$ cat config.mk
export PLATFORM = sky130hd
export DESIGN_NAME = sum_fifo_flat
export DESIGN_NICKNAME = d
export VERILOG_FILES = /design/src/rtl/sum_pkg.sv /design/src/rtl/sum_fifo_if.sv /design/src/rtl/sum_fifo_ptr.sv /design/src/rtl/sum_fifo.sv /design/src/flat_wrapper.sv
export SDC_FILE = /design/constraint.sdc
export NUM_CORES = 1
export LEC_CHECK = 0
export CAP_MARGIN = 25
export CORE_MARGIN = 1
export CORE_UTILIZATION = 35
export CTS_CLUSTER_DIAMETER = 30
export DETAILED_ROUTE_END_ITERATION = 8
export HOLD_SLACK_MARGIN = 0.06
export SYNTH_ARGS = -nofsm -noshare
export SYNTH_HDL_FRONTEND = slang
export SYNTH_SLANG_ARGS = --single-unit
$ cat constraint.sdc
create_clock -name clk -period 2.8 [get_ports clk]
set_input_delay 0.56 -clock clk [delete_from_list [all_inputs] [get_ports clk]]
set_output_delay 0.56 -clock clk [all_outputs]
set_load 0.01 [all_outputs]
$ cat src/rtl/sum_pkg.sv
// -----------------------------------------------------------------------------
// sum_pkg
// Shared types and constants for the sum_fifo buffering stage.
//   fifo_state_t : occupancy status of the FIFO (EMPTY / PARTIAL / FULL)
//   DROP_W       : width of the dropped-sum counter
//   DROP_MAX     : saturation value of the dropped-sum counter
// No ports (package).
// -----------------------------------------------------------------------------
package sum_pkg;

    typedef enum logic [1:0] {
        EMPTY   = 2'd0,
        PARTIAL = 2'd1,
        FULL    = 2'd2
    } fifo_state_t;

    localparam int DROP_W   = 8;
    localparam int DROP_MAX = 255;

endpackage

$ cat src/rtl/sum_fifo_if.sv
// -----------------------------------------------------------------------------
// sum_fifo_if
// Bundles the producer strobe, the consumer valid/ready handshake and the
// FIFO status signals of sum_fifo.
//   s, s_valid        : sum from the upstream summer and its strobe
//   q, q_valid, q_ready : head-of-FIFO data and consumer handshake
//   count, full, empty  : occupancy status
//   drops             : saturating count of sums lost while full
//   max               : largest accepted sum (only with SUM_FIFO_MAX_EN)
// Modports: master = producer/consumer side, slave = FIFO side.
// Optional feature macro: SUM_FIFO_MAX_EN.
// -----------------------------------------------------------------------------
interface sum_fifo_if
    import sum_pkg::*;
#(
    parameter int w     = 4,
    parameter int depth = 4
);

    logic [w:0]               s;
    logic                     s_valid;
    logic [w:0]               q;
    logic                     q_valid;
    logic                     q_ready;
    logic [$clog2(depth):0]   count;
    logic                     full;
    logic                     empty;
    logic [DROP_W-1:0]        drops;
`ifdef SUM_FIFO_MAX_EN
    logic [w:0]               max;
`endif

    modport master (
        output s, s_valid, q_ready,
        input  q, q_valid, count, full, empty, drops
`ifdef SUM_FIFO_MAX_EN
        , input max
`endif
    );

    modport slave (
        input  s, s_valid, q_ready,
        output q, q_valid, count, full, empty, drops
`ifdef SUM_FIFO_MAX_EN
        , output max
`endif
    );

endinterface

$ cat src/rtl/sum_fifo_ptr.sv
// -----------------------------------------------------------------------------
// sum_fifo_ptr
// Wrap-around pointer for the sum_fifo storage array. Width is
// $clog2(depth); depth is a power of two, so the natural binary overflow
// gives the modulo-depth wrap.
//   clk   : clock, rising edge
//   rst_b : synchronous active-high reset, pointer returns to 0
//   inc_i : advance the pointer by one at this edge
//   ptr_o : current pointer value
// -----------------------------------------------------------------------------
module sum_fifo_ptr #(
    parameter int depth = 4
) (
    input  logic                     clk,
    input  logic                     rst_b,
    input  logic                     inc_i,
    output logic [$clog2(depth)-1:0] ptr_o
);

    localparam int PTR_W = $clog2(depth);

    logic [PTR_W-1:0] ptr_q;
    logic [PTR_W-1:0] ptr_d;

    // NOTE: the default assignment before the if keeps this block purely
    // combinational; without it ptr_d would hold its value and infer a latch.
    always_comb begin
        ptr_d = ptr_q;
        if (inc_i) begin
            ptr_d = ptr_q + PTR_W'(1);
        end
    end

    // NOTE: state registers use non-blocking assignments so every flop samples
    // its pre-edge inputs, independent of process evaluation order.
    always_ff @(posedge clk) begin
        if (rst_b) begin
            ptr_q <= '0;
        end else begin
            ptr_q <= ptr_d;
        end
    end

    assign ptr_o = ptr_q;

endmodule

$ cat src/rtl/sum_fifo.sv
// -----------------------------------------------------------------------------
// sum_fifo
// First-word-fall-through buffer behind the free-running pair summer. Each
// strobed sum is pushed into a depth-entry register array; the head is
// offered to a consumer over valid/ready. The summer cannot be stalled, so a
// sum arriving while the FIFO is full and not being popped is dropped and
// counted in a saturating 8-bit counter.
//   clk   : clock, rising edge
//   rst_b : synchronous active-high reset (clears pointers, count, storage,
//           drop counter and max)
//   bus   : sum_fifo_if.slave -- s/s_valid in, q/q_valid/q_ready handshake,
//           count/full/empty/drops status out (plus max when enabled)
// Optional feature macro: SUM_FIFO_MAX_EN adds bus.max, the largest sum
// accepted by a push since reset.
// -----------------------------------------------------------------------------
module sum_fifo
    import sum_pkg::*;
#(
    parameter int w     = 4,
    parameter int depth = 4
) (
    input  logic       clk,
    input  logic       rst_b,
    sum_fifo_if.slave  bus
);

    localparam int                PTR_W     = $clog2(depth);
    localparam int                CNT_W     = PTR_W + 1;
    localparam logic [CNT_W-1:0]  DEPTH_CNT = CNT_W'(depth);
    localparam logic [DROP_W-1:0] DROP_SAT  = DROP_W'(DROP_MAX);

    logic [w:0]        mem_q [depth];
    logic [PTR_W-1:0]  wr_ptr;
    logic [PTR_W-1:0]  rd_ptr;
    logic [CNT_W-1:0]  count_q, count_d;
    logic [DROP_W-1:0] drops_q, drops_d;
    fifo_state_t       state_q, state_d;

    logic full;
    logic empty;
    logic q_valid;
    logic push;
    logic pop;

    assign full    = (count_q == DEPTH_CNT);
    assign empty   = (count_q == '0);
    assign q_valid = (state_q != EMPTY);

    // A pop frees the slot that a same-cycle push refills, so a full FIFO
    // still accepts a sum when the consumer is reading.
    assign pop  = q_valid & bus.q_ready;
    assign push = bus.s_valid & (~full | pop);

    sum_fifo_ptr #(.depth(depth)) u_wr_ptr (
        .clk   (clk),
        .rst_b (rst_b),
        .inc_i (push),
        .ptr_o (wr_ptr)
    );

    sum_fifo_ptr #(.depth(depth)) u_rd_ptr (
        .clk   (clk),
        .rst_b (rst_b),
        .inc_i (pop),
        .ptr_o (rd_ptr)
    );

    // Occupancy, status and drop counter next-state.
    always_comb begin
        count_d = count_q;
        state_d = state_q;
        drops_d = drops_q;

        unique case ({push, pop})
            2'b10:   count_d = count_q + CNT_W'(1);
            2'b01:   count_d = count_q - CNT_W'(1);
            default: count_d = count_q;
        endcase

        // Status moves by at most one step per edge, tracking count.
        unique case (state_q)
            EMPTY: begin
                if (push) begin
                    state_d = PARTIAL;
                end
            end
            PARTIAL: begin
                if (push && !pop && count_q == DEPTH_CNT - CNT_W'(1)) begin
                    state_d = FULL;
                end else if (pop && !push && count_q == CNT_W'(1)) begin
                    state_d = EMPTY;
                end
            end
            FULL: begin
                if (pop && !push) begin
                    state_d = PARTIAL;
                end
            end
            default: state_d = EMPTY;
        endcase

        if (bus.s_valid && !push && drops_q != DROP_SAT) begin
            drops_d = drops_q + DROP_W'(1);
        end
    end

    always_ff @(posedge clk) begin
        if (rst_b) begin
            count_q <= '0;
            state_q <= EMPTY;
            drops_q <= '0;
        end else begin
            count_q <= count_d;
            state_q <= state_d;
            drops_q <= drops_d;
        end
    end

    // NOTE: the storage array is deliberately reset, because q must read 0
    // after reset; this keeps it in flops rather than a RAM macro.
    always_ff @(posedge clk) begin
        if (rst_b) begin
            for (int i = 0; i < depth; i++) begin
                mem_q[i] <= '0;
            end
        end else if (push) begin
            mem_q[wr_ptr] <= bus.s;
        end
    end

`ifdef SUM_FIFO_MAX_EN
    logic [w:0] max_q;

    always_ff @(posedge clk) begin
        if (rst_b) begin
            max_q <= '0;
        end else if (push && bus.s > max_q) begin
            max_q <= bus.s;
        end
    end

    assign bus.max = max_q;
`endif

    assign bus.q       = mem_q[rd_ptr];
    assign bus.q_valid = q_valid;
    assign bus.count   = count_q;
    assign bus.full    = full;
    assign bus.empty   = empty;
    assign bus.drops   = drops_q;

endmodule
$ cat src/flat_wrapper.sv
// flat-port wrapper written by rule: the top's interface ports become plain ports
module sum_fifo_flat import sum_pkg::*;
#(
    parameter int w     = 4,
    parameter int depth = 4
)
  (clk, rst_b, bus_s, bus_s_valid, bus_q_ready, bus_q, bus_q_valid, bus_count, bus_full, bus_empty, bus_drops);
  sum_fifo_if #(.w(w), .depth(depth)) bus_i ();
  input  logic clk;
  input  logic rst_b;
  input wire logic [$bits(bus_i.s)-1:0] bus_s;
  input wire logic [$bits(bus_i.s_valid)-1:0] bus_s_valid;
  input wire logic [$bits(bus_i.q_ready)-1:0] bus_q_ready;
  output wire logic [$bits(bus_i.q)-1:0] bus_q;
  output wire logic [$bits(bus_i.q_valid)-1:0] bus_q_valid;
  output wire logic [$bits(bus_i.count)-1:0] bus_count;
  output wire logic [$bits(bus_i.full)-1:0] bus_full;
  output wire logic [$bits(bus_i.empty)-1:0] bus_empty;
  output wire logic [$bits(bus_i.drops)-1:0] bus_drops;
  assign bus_i.s = bus_s;
  assign bus_i.s_valid = bus_s_valid;
  assign bus_i.q_ready = bus_q_ready;
  assign bus_q = bus_i.q;
  assign bus_q_valid = bus_i.q_valid;
  assign bus_count = bus_i.count;
  assign bus_full = bus_i.full;
  assign bus_empty = bus_i.empty;
  assign bus_drops = bus_i.drops;
  sum_fifo #(.w(w), .depth(depth)) u_core (.clk(clk), .rst_b(rst_b), .bus(bus_i));
endmodule
==> out/qor.csv <==
stage;metric;value;unit
worst_setup_path;cp-end-kind;output port;
synth;yosys.area_share.simple;0.2095;
cells_and_area;drive_gt1_frac;0.1244;
global_routing;grt_max_degree;17;
global_routing;use_met1;0.2008;
synth;yosysUniqueCellTypes;42;
worst_setup_path;cp.required;2.24;ns
synth;ys_seq_area_frac;0.5248;
cells_and_area;syn_to_final_growth;24.23;%
synth;synth.avg_cell_area;10.62;µm²
die;die_x;75.08;µm
die;fp.dieH;75.08;µm
global_routing;antenna_found_initial;0;
cells_and_area;regArea;980.9;µm²
synth;synthAdderAreaFrac;0.04016;
drt;vias;1367;
min_path;worst_hold_path_type;flip-flop to flip-flop;
global_routing;grtUsageMet3;0.04418;
job;cap_violations;0;
placement;finalWeightedCongestion;0.7553;
cells_and_area;fin_util;0.4518;
drt;drc_errors;0;
cells_and_area;postLayoutCellArea;0.002322;mm²
worst_setup_path;worstPathArrival;1.85;ns
placement;dpl.hpwl;2595;µm
synth;ys_warn_count;0;
cells_and_area;mostFrequentLayoutCells;31 x nor2_1, 27 x clkdlybuf4s50_1, 20 x edfxtp_1;
sta;fmax;415.2;MHz
sta;fin_tns_setup;0;ns
clock_network;cts_buffers;5;
power;p_total;1.275;mW
sta;skew;0.007073;ns
synth;syn-num-nets;191;
clock_network;cts_resized;0;
die;start_util;0.3637;
clock_network;clk_pin_slew;0.08;ns
sta;fin_crit;2.409;ns
cells_and_area;fin_cells;279;
clock_network;htreeDepth;2;
synth;postSynthCellCount;176;
synth;synth_top_family_by_area;simple AND/OR/NAND/NOR gates;
sta;finalSetupViolations;0;
sta;maxSlewViolCount;0;
synth;synth_compound_gate_area_share;0.09036;
worst_setup_path;r2r_end;u_core.mem_q[0][3]$_SDFFCE_PN0P_;
sta;worst_pin_slew;0.5725;ns
drt;firstDrtPassIters;4;
global_routing;grt_overflow;0;
clock_network;root_buffer;clkbuf_8;
sta;grt_setup_unrepaired;false;
global_routing;track_usage;0.1512;
min_path;min-delay-start;u_core.bus.drops[1]$_SDFFE_PP0P_;
clock_network;tritoncts;done;
synth;netlist_area;0.001869;mm²
placement;dp.cells;271;
clock_network;cts.sinks;39;
cells_and_area;antenna_cells;0;
outcome;status;finished clean;
worst_setup_path;r2r_slack;0.61;ns
worst_setup_path;path_class;flip-flop to output port;
die;coreArea;0.005140;mm²
placement;io_buffers;27;
global_routing;met2_usage;0.2312;
drt;drt_iter0_drc;50;
synth;synthMuxAreaShare;0.08367;
sta;slew_headroom;0.6171;
global_routing;grt_pass1_vias;1307;
synth;yosys.area_share.xor_xnor;0.01874;
power;power_leakage;0.8359;nW
synth;ys_ff_latch;39;
global_routing;grt_pass1_wl;6147;µm
power;p_per_area;549.2;mW/mm²
drt;ant_nets;0;
power;ir_drop;249.9;µV
cells_and_area;fillCellCount;519;
cells_and_area;final_common_cell;nor2_1;
sta;finalCritPeriodShare;0.8602;
worst_setup_path;crit_fanout;5;
synth;synth_edf_count;20;
die;die-area;0.005637;mm²
drt;wl_per_cell;13.18;µm
placement;post_dp_cell_area;0.002233;mm²
clock_network;cts_hold_buf;0;
worst_setup_path;ff2ff_path_depth;6;
clock_network;postCtsSetupBuffers;0;
cells_and_area;nNetsFinal;223;
drt;vias_per_cell;4.900;
die;rows;26;
worst_setup_path;crit_path_end;bus_q[4];
worst_setup_path;r2r_start;u_core.bus.count[0]$_SDFFE_PP0P_;
clock_network;clockBufferDepth;2;
drt;finalWirelength;3677;µm
sta;hold_viol;0;
die;num_io_pins;28;
cells_and_area;multiInputGateArea;827.0;µm²
synth;synthArstFlopShare;0;
global_routing;grt_busiest_layer;met2;
synth;synth_flop_cell;edfxtp_1;
clock_network;clock_latency;0.29;ns
worst_setup_path;start_kind;flip-flop;
-- cell type report --
type / count / area share
Clock buffer: 5 / 0.02963
Clock inverter: 3 / 0.008621
Inverter: 6 / 0.009698
Multi-Input combinational cell: 123 / 0.3561
Sequential cell: 39 / 0.4224
Tap cell: 70 / 0.03772
Timing Repair Buffer: 33 / 0.1358
-- flip-flops by register name, indices dropped and copies added, names as in the netlist, named ones only --
name,cells
u_core.u_rd_ptr.ptr_o,2
u_core.bus.count,3
u_core.state_q,2
u_core.mem_q,20
u_core.u_wr_ptr.ptr_o,2
u_core.bus.drops,8
-- per-stage QoR --
stage                     setup slack [ns]  hold slack, ns
after floorplan                     0.7969          0.4847
after global routing                0.2504          0.5616
after CTS                           0.3459          0.5264
after global placement              0.3730          0.5092
final                               0.3915          0.5238
after detailed placement            0.3386          0.5085
-- worst min path at each step --
| stage | endpoint | slack (ns) | cells past startpoint |
|---|---|---|---|
| global placement | u_core.bus.drops[6]$_SDFFE_PP0P_ | 0.51 | 2 |
| global route | u_core.bus.drops[1]$_SDFFE_PP0P_ | 0.56 | 2 |
| CTS | u_core.u_wr_ptr.ptr_o[1]$_SDFFE_PP0P_ | 0.53 | 2 |
| detailed placement | flip-flop | 0.51 | 2 |
| floorplan | flip-flop | 0.48 | 2 |
| finish | u_core.bus.drops[1]$_SDFFE_PP0P_ | 0.52 | 2 |
-- worst max-delay path, cell delays in order (launching register included) --
cell and delay [ns]:
dfxtp_1 0.52, mux4_2 0.55, clkdlybuf4s50_1 0.49
-- Yosys cell counts, drive strengths merged (2+ instances only) --
| library cell | instances | area [µm²] |
|---|---|---|
| nor2b | 4 | 25.02 |
| or3 | 3 | 20.02 |
| nor2 | 31 | 116.4 |
| a21o | 3 | 22.52 |
| nand2 | 8 | 30.03 |
| a31oi | 2 | 12.51 |
| mux4 | 5 | 112.6 |
| a21oi | 8 | 40.04 |
| edfxtp | 20 | 600.6 |
| xnor2 | 3 | 26.28 |
| dfxtp | 19 | 380.4 |
| o21ai | 5 | 28.78 |
| clkbuf | 6 | 22.52 |
| ha | 6 | 75.07 |
| nand4 | 3 | 18.77 |
| buf | 2 | 16.26 |
| nand3 | 8 | 40.04 |
| inv | 6 | 22.52 |
| nand2b | 10 | 62.56 |
| nor3 | 3 | 15.01 |
| mux2 | 3 | 33.78 |
-- cells by family (layout without fill, tap and decap cells) --
family          Yosys count  count (layout)
simple gates             78              78
flops                    39              39
compound gates           26              26
buf+inv                  14              47
mux                       9               9
fa+ha+maj                 6               6
xor+xnor                  4               4
-- where the power goes --
group | leakage (nW) | switching [mW] | internal (mW)
logic | 0.432 | 0.109 | 0.120
clock network | 0.0402 | 0.206 | 0.173
registers | 0.364 | 0.0257 | 0.642
total | 0.836 | 0.340 | 0.935
-- per-layer routing --
layer,wire [µm],up-vias
li1,-,694
met1,1800,621
met2,1613,43
met3,186,9
met4,76,0
met5,0,-
Note: power is estimated with default switching activity, not from simulation.
